[src/rtl/instruction_decoder.sv]
// Instruction decoder: combinational decode of the program-memory word
// plus zero flag, jump watchdog and last-instruction debug register.
module instruction_decoder #(
  parameter int unsigned WDT_LIMIT = 200
) (
  input  logic       clk,
  input  logic       sync_reset,
  input  logic [7:0] pm_data,
  input  logic       alu_zero,
  output logic       jmp,
  output logic       jmp_nz,
  output logic       dont_jmp,
  output logic       jmp_count,
  output logic [3:0] jmp_addr,
  output logic [7:0] reg_en,
  output logic [2:0] src_sel,
  output logic       imm_sel,
  output logic       alu_en,
  output logic [3:0] alu_func,
  output logic       alu_y_sel,
  output logic [7:0] ir_last
);

  localparam int CW =
    (WDT_LIMIT > 0) ? $clog2(WDT_LIMIT + 1) : 1;
  localparam logic [CW-1:0] LIM = CW'(WDT_LIMIT);
  localparam bit WDT_ON = (WDT_LIMIT != 0);

  logic          flag_q, flag_d;
  logic [CW-1:0] cnt_q, cnt_d;
  logic [7:0]    ir_q, ir_d;
  logic          wdt_fire;
  logic          taken;

  // Watchdog fires once the count reaches the limit; reset masks it.
  always_comb begin
    wdt_fire = 1'b0;
    if (WDT_ON && !sync_reset && (cnt_q == LIM))
      wdt_fire = 1'b1;
  end

  // Decode the current instruction; a watchdog cycle abandons it.
  always_comb begin
    reg_en    = 8'h00;
    src_sel   = 3'd0;
    imm_sel   = 1'b0;
    alu_en    = 1'b0;
    alu_func  = 4'h0;
    alu_y_sel = 1'b0;
    jmp       = 1'b0;
    jmp_nz    = 1'b0;
    if (!sync_reset) begin
      unique case (1'b1)
        (pm_data[7] == 1'b0): begin
          reg_en  = 8'h01 << pm_data[6:4];
          imm_sel = 1'b1;
        end
        (pm_data[7:6] == 2'b10): begin
          src_sel = pm_data[2:0];
          if (pm_data[5:3] != pm_data[2:0])
            reg_en = 8'h01 << pm_data[5:3];
        end
        (pm_data[7:5] == 3'b110): begin
          alu_en    = 1'b1;
          alu_y_sel = pm_data[4];
          alu_func  = pm_data[3:0];
        end
        (pm_data[7:4] == 4'hE): begin
          jmp = 1'b1;
        end
        default: begin
          jmp_nz = 1'b1;
        end
      endcase
    end
    if (wdt_fire) begin
      reg_en = 8'h00;
      alu_en = 1'b0;
      jmp    = 1'b0;
      jmp_nz = 1'b0;
    end
  end

  // Next state for flag, watchdog count and debug register.
  always_comb begin
    taken  = jmp | (jmp_nz & ~flag_q);
    flag_d = flag_q;
    if (alu_en)
      flag_d = alu_zero;
    cnt_d = cnt_q + CW'(1);
    if (taken || wdt_fire)
      cnt_d = '0;
    ir_d = pm_data;
  end

  // State registers with synchronous reset.
  always_ff @(posedge clk) begin
    if (sync_reset) begin
      flag_q <= 1'b0;
      cnt_q  <= '0;
      ir_q   <= 8'h00;
    end else begin
      flag_q <= flag_d;
      cnt_q  <= cnt_d;
      ir_q   <= ir_d;
    end
  end

  assign dont_jmp  = flag_q;
  assign jmp_count = wdt_fire;
  assign jmp_addr  = pm_data[3:0];
  assign ir_last   = ir_q;

endmodule

[config.mk]
export PLATFORM = sky130hd
export DESIGN_NAME = instruction_decoder
export DESIGN_NICKNAME = d
export VERILOG_FILES = /design/src/rtl/instruction_decoder.sv
export SDC_FILE = /design/constraint.sdc
export NUM_CORES = 1
export LEC_CHECK = 0
export CORE_ASPECT_RATIO = 1.75
export CORE_MARGIN = 3
export CORE_UTILIZATION = 37
export DETAILED_ROUTE_END_ITERATION = 7
export GPL_ROUTABILITY_DRIVEN = 1
export PLACE_DENSITY = 0.74
export SLEW_MARGIN = 25
export SYNTH_ARGS = -nofsm -noshare
export SYNTH_HDL_FRONTEND = slang
export SYNTH_SLANG_ARGS = --single-unit
[constraint.sdc]
create_clock -name clk -period 1.71 [get_ports clk]
set_input_delay 0.342 -clock clk [delete_from_list [all_inputs] [get_ports clk]]
set_output_delay 0.342 -clock clk [all_outputs]
set_load 0.02 [all_outputs]
==> results.py <==
metrics = {
    "run_status": {
        "status": "finished with violations",
        "violations": "negative setup slack",
    },
    "place": {
        "io_buffers": 44,
        "gp_congestion": 0.921,
        "placed_area_mm2": 0.00192,
        "dp_hpwl_um": 2990,
        "pre_cts_ws_ns": -0.984,
    },
    "critical_path": {
        "crit_fanout": 4,
        "critPathKind": "flop to output pin",
        "arrival_ns": 1.84,
        "worstReg2RegEnd": "dont_jmp$_SDFFE_PP0P_",
        "setup.worst_path.start": "cnt_q[4]$_SDFF_PP0_",
        "crit_path_start_kind": "flop",
        "crit_path_end": "jmp_nz",
        "crit_required_ns": 1.37,
        "end_kind": "output pin",
        "r2r_slack_ns": -0.28,
        "r2r_start": "cnt_q[4]$_SDFF_PP0_",
        "r2r_cells": 7,
    },
    "timing": {
        "drv_slew": 0,
        "slew_headroom": 0.754,
        "fin_crit_ns": 2.19,
        "rsz0062_at_grt": "yes",
        "setup_viol": 13,
        "finalCritPeriodShare": 1.28,
        "timing.fmax_mhz": 458,
        "finalHoldViolCount": 0,
        "setup_tns_ns": -5.21,
        "fin_hold_ws_ns": 0.504,
        "clock_skew_ns": 0.00277,
        "worstMarginPinSlew_ns": 0.366,
        "fin_ws_ns": -0.475,
    },
    "global_routing": {
        "antenna_found_initial": 0,
        "grt_max_degree": 13,
        "grt_usage": 0.271,
        "grt_pass1_vias": 1441,
        "grt_overflow_total": 0,
        "grt_pass1_wl_um": 7070,
    },
    "clocking": {
        "insertion_delay_ns": 0.25,
        "cts.sinks": 17,
        "cts_hold_buf": 0,
        "clock_path_buffers": 2,
        "cts_tree": "done",
        "h-tree-depth": 1,
        "cts-root-buf": "clkbuf_8",
        "cts_made_buffers": 3,
        "clk_pin_slew_ns": 0.07,
    },
    "layout": {
        "design.final.nets": 238,
        "final_common_cell": "buf_4",
        "num_antenna_cells": 0,
        "final_cell_area_mm2": 0.00218,
        "layout_common_cells": "buf_4, buf_6, dfxtp_1",
        "drive_gt1_frac": 0.522,
        "area_growth_pct": 109,
    },
    "logic_synthesis": {
        "synth_area_per_cell_um2": 8.01,
        "synth_nets": 143,
        "synth_area_leaders": "dfxtp_1, and2_1, nor2b_1",
        "synth_top_area_frac": 0.327,
        "ys_warn_count": 0,
        "synthDistinctLibCells": 36,
        "netlist_area_mm2": 0.00104,
        "yosysSeqAreaShare": 0.327,
        "synth_top_area_cell": "dfxtp_1",
        "ys_ff_latch": 17,
        "synth_cells": 130,
    },
    "job": {
        "cap_violations": 0,
    },
    "floorplan": {
        "row_count": 24,
        "pin_count": 45,
        "start_util": 0.403,
        "die_h_um": 76.2,
        "core_mm2": 0.00258,
        "die_w_um": 46.1,
        "die_area_mm2": 0.00351,
    },
    "route": {
        "met2WireLength_um": 2530,
        "ant_nets": 0,
        "first_pass_iters": 4,
        "wl_met3_um": 174,
        "wirelength_um": 4510,
        "met1_length_um": 1570,
        "dr.max_layer_used": "met4",
        "avgViaCountPerCell": 5.39,
        "drtIter0Drc": 20,
        "drc": 0,
        "num_vias": 1348,
        "drt-wirelength-per-cell_um": 18.0,
    },
    "power": {
        "p_per_area_mw_per_mm2": 502,
        "power_leakage_uw": 0.000985,
        "peakVddDrop_v": 0.000552,
    },
    "min_path": {
        "min_from": "sync_reset",
        "hp-class": "primary input to flop",
    },
}
## synth_stat cells
cell / count
xnor2_1: 1
a211oi_1: 1
o31ai_4: 1
nor2b_1: 7
o21ai_0: 3
a21oi_1: 5
or3_1: 3
a31oi_1: 1
o21ai_1: 1
nor4_1: 7
nor2_1: 11
nand2_1: 8
o311ai_0: 1
clkbuf_1: 6
dfxtp_1: 17
nor3_1: 2
mux2_1: 1
buf_4: 4
nand2b_1: 1
and2_1: 7
nor3b_1: 1
xor2_1: 5
ha_1: 2
o2111ai_1: 2
mux2i_1: 1
and3_1: 3
nand4_1: 1
inv_1: 11
nand3_1: 6
o221ai_2: 1
and4b_1: 1
nor4b_1: 2
and4bb_2: 1
or4b_4: 1
nor4bb_1: 1
o211ai_1: 3
## power by group
part / switching, uW / internal (uW)
registers: 6.58 / 413
logic: 195 / 185
clock network: 135 / 162
## metrics by stage
step	cells	total power, uW	utilization
3_3_place_gp	233	743	0.745
3_5_place_dp	233	751	0.745
4_1_cts	248	1090	0.829
6_report	250	1100	0.844
2_1_floorplan	130	581	-
5_1_grt	250	1140	0.844
## flip-flops by register name (all words and copies together) (netlist names)
register / count
ir_last: 8
dont_jmp: 1
cnt_q: 8
## cell families after synthesis
kind of cell / share of synthesized area
buf+inv: 0.0901
mux: 0.0204
flops: 0.327
simple gates: 0.350
fa+ha+maj: 0.0240
compound gates: 0.138
xor+xnor: 0.0505
## timing repair
item,CTS,global route
buffers inserted,11,2
pin swaps,12,5
resized for setup,143,19
hold endpoints to repair,0,0
cloned,0,0
setup endpoints to repair,26,28
## how the worst min path moves through the flow
stage,to,slack [ns],depth (start not counted)
final,ir_last[7]$_SDFF_PP0_,0.50,4
after global routing,ir_last[7]$_SDFF_PP0_,0.55,4
after CTS,cnt_q[0]$_SDFF_PP0_,0.55,2
after detailed placement,cnt_q[0]$_SDFF_PP0_,0.54,2
after global placement,cnt_q[0]$_SDFF_PP0_,0.53,2
after floorplan,cnt_q[0]$_SDFF_PP0_,0.45,1
## worst max-delay path, stage by stage, from the launching register on
cell	delay, ns
dfxtp_2	0.32
or4b_4	0.57
buf_6	0.15
nor3_4	0.17
buf_4	0.16
nor4b_4	0.04
buf_2	0.17
## per-layer routing
metal  GRT usage  vias up
met3      0.0449       19
li1            -      636
met4       0.142        0
met5           0        -
met1       0.282      640
met2       0.477       53
## cell type report
cell class	instances	area, um2
clock buffers	3	41.3
well taps	26	32.5
repair buffers	100	887
multi-input cells	92	832
inverters	11	41.3
fillers	136	402
flip-flops and latches	17	342
clock inverters	1	5.00
Power figures use the tool's default switching activity.
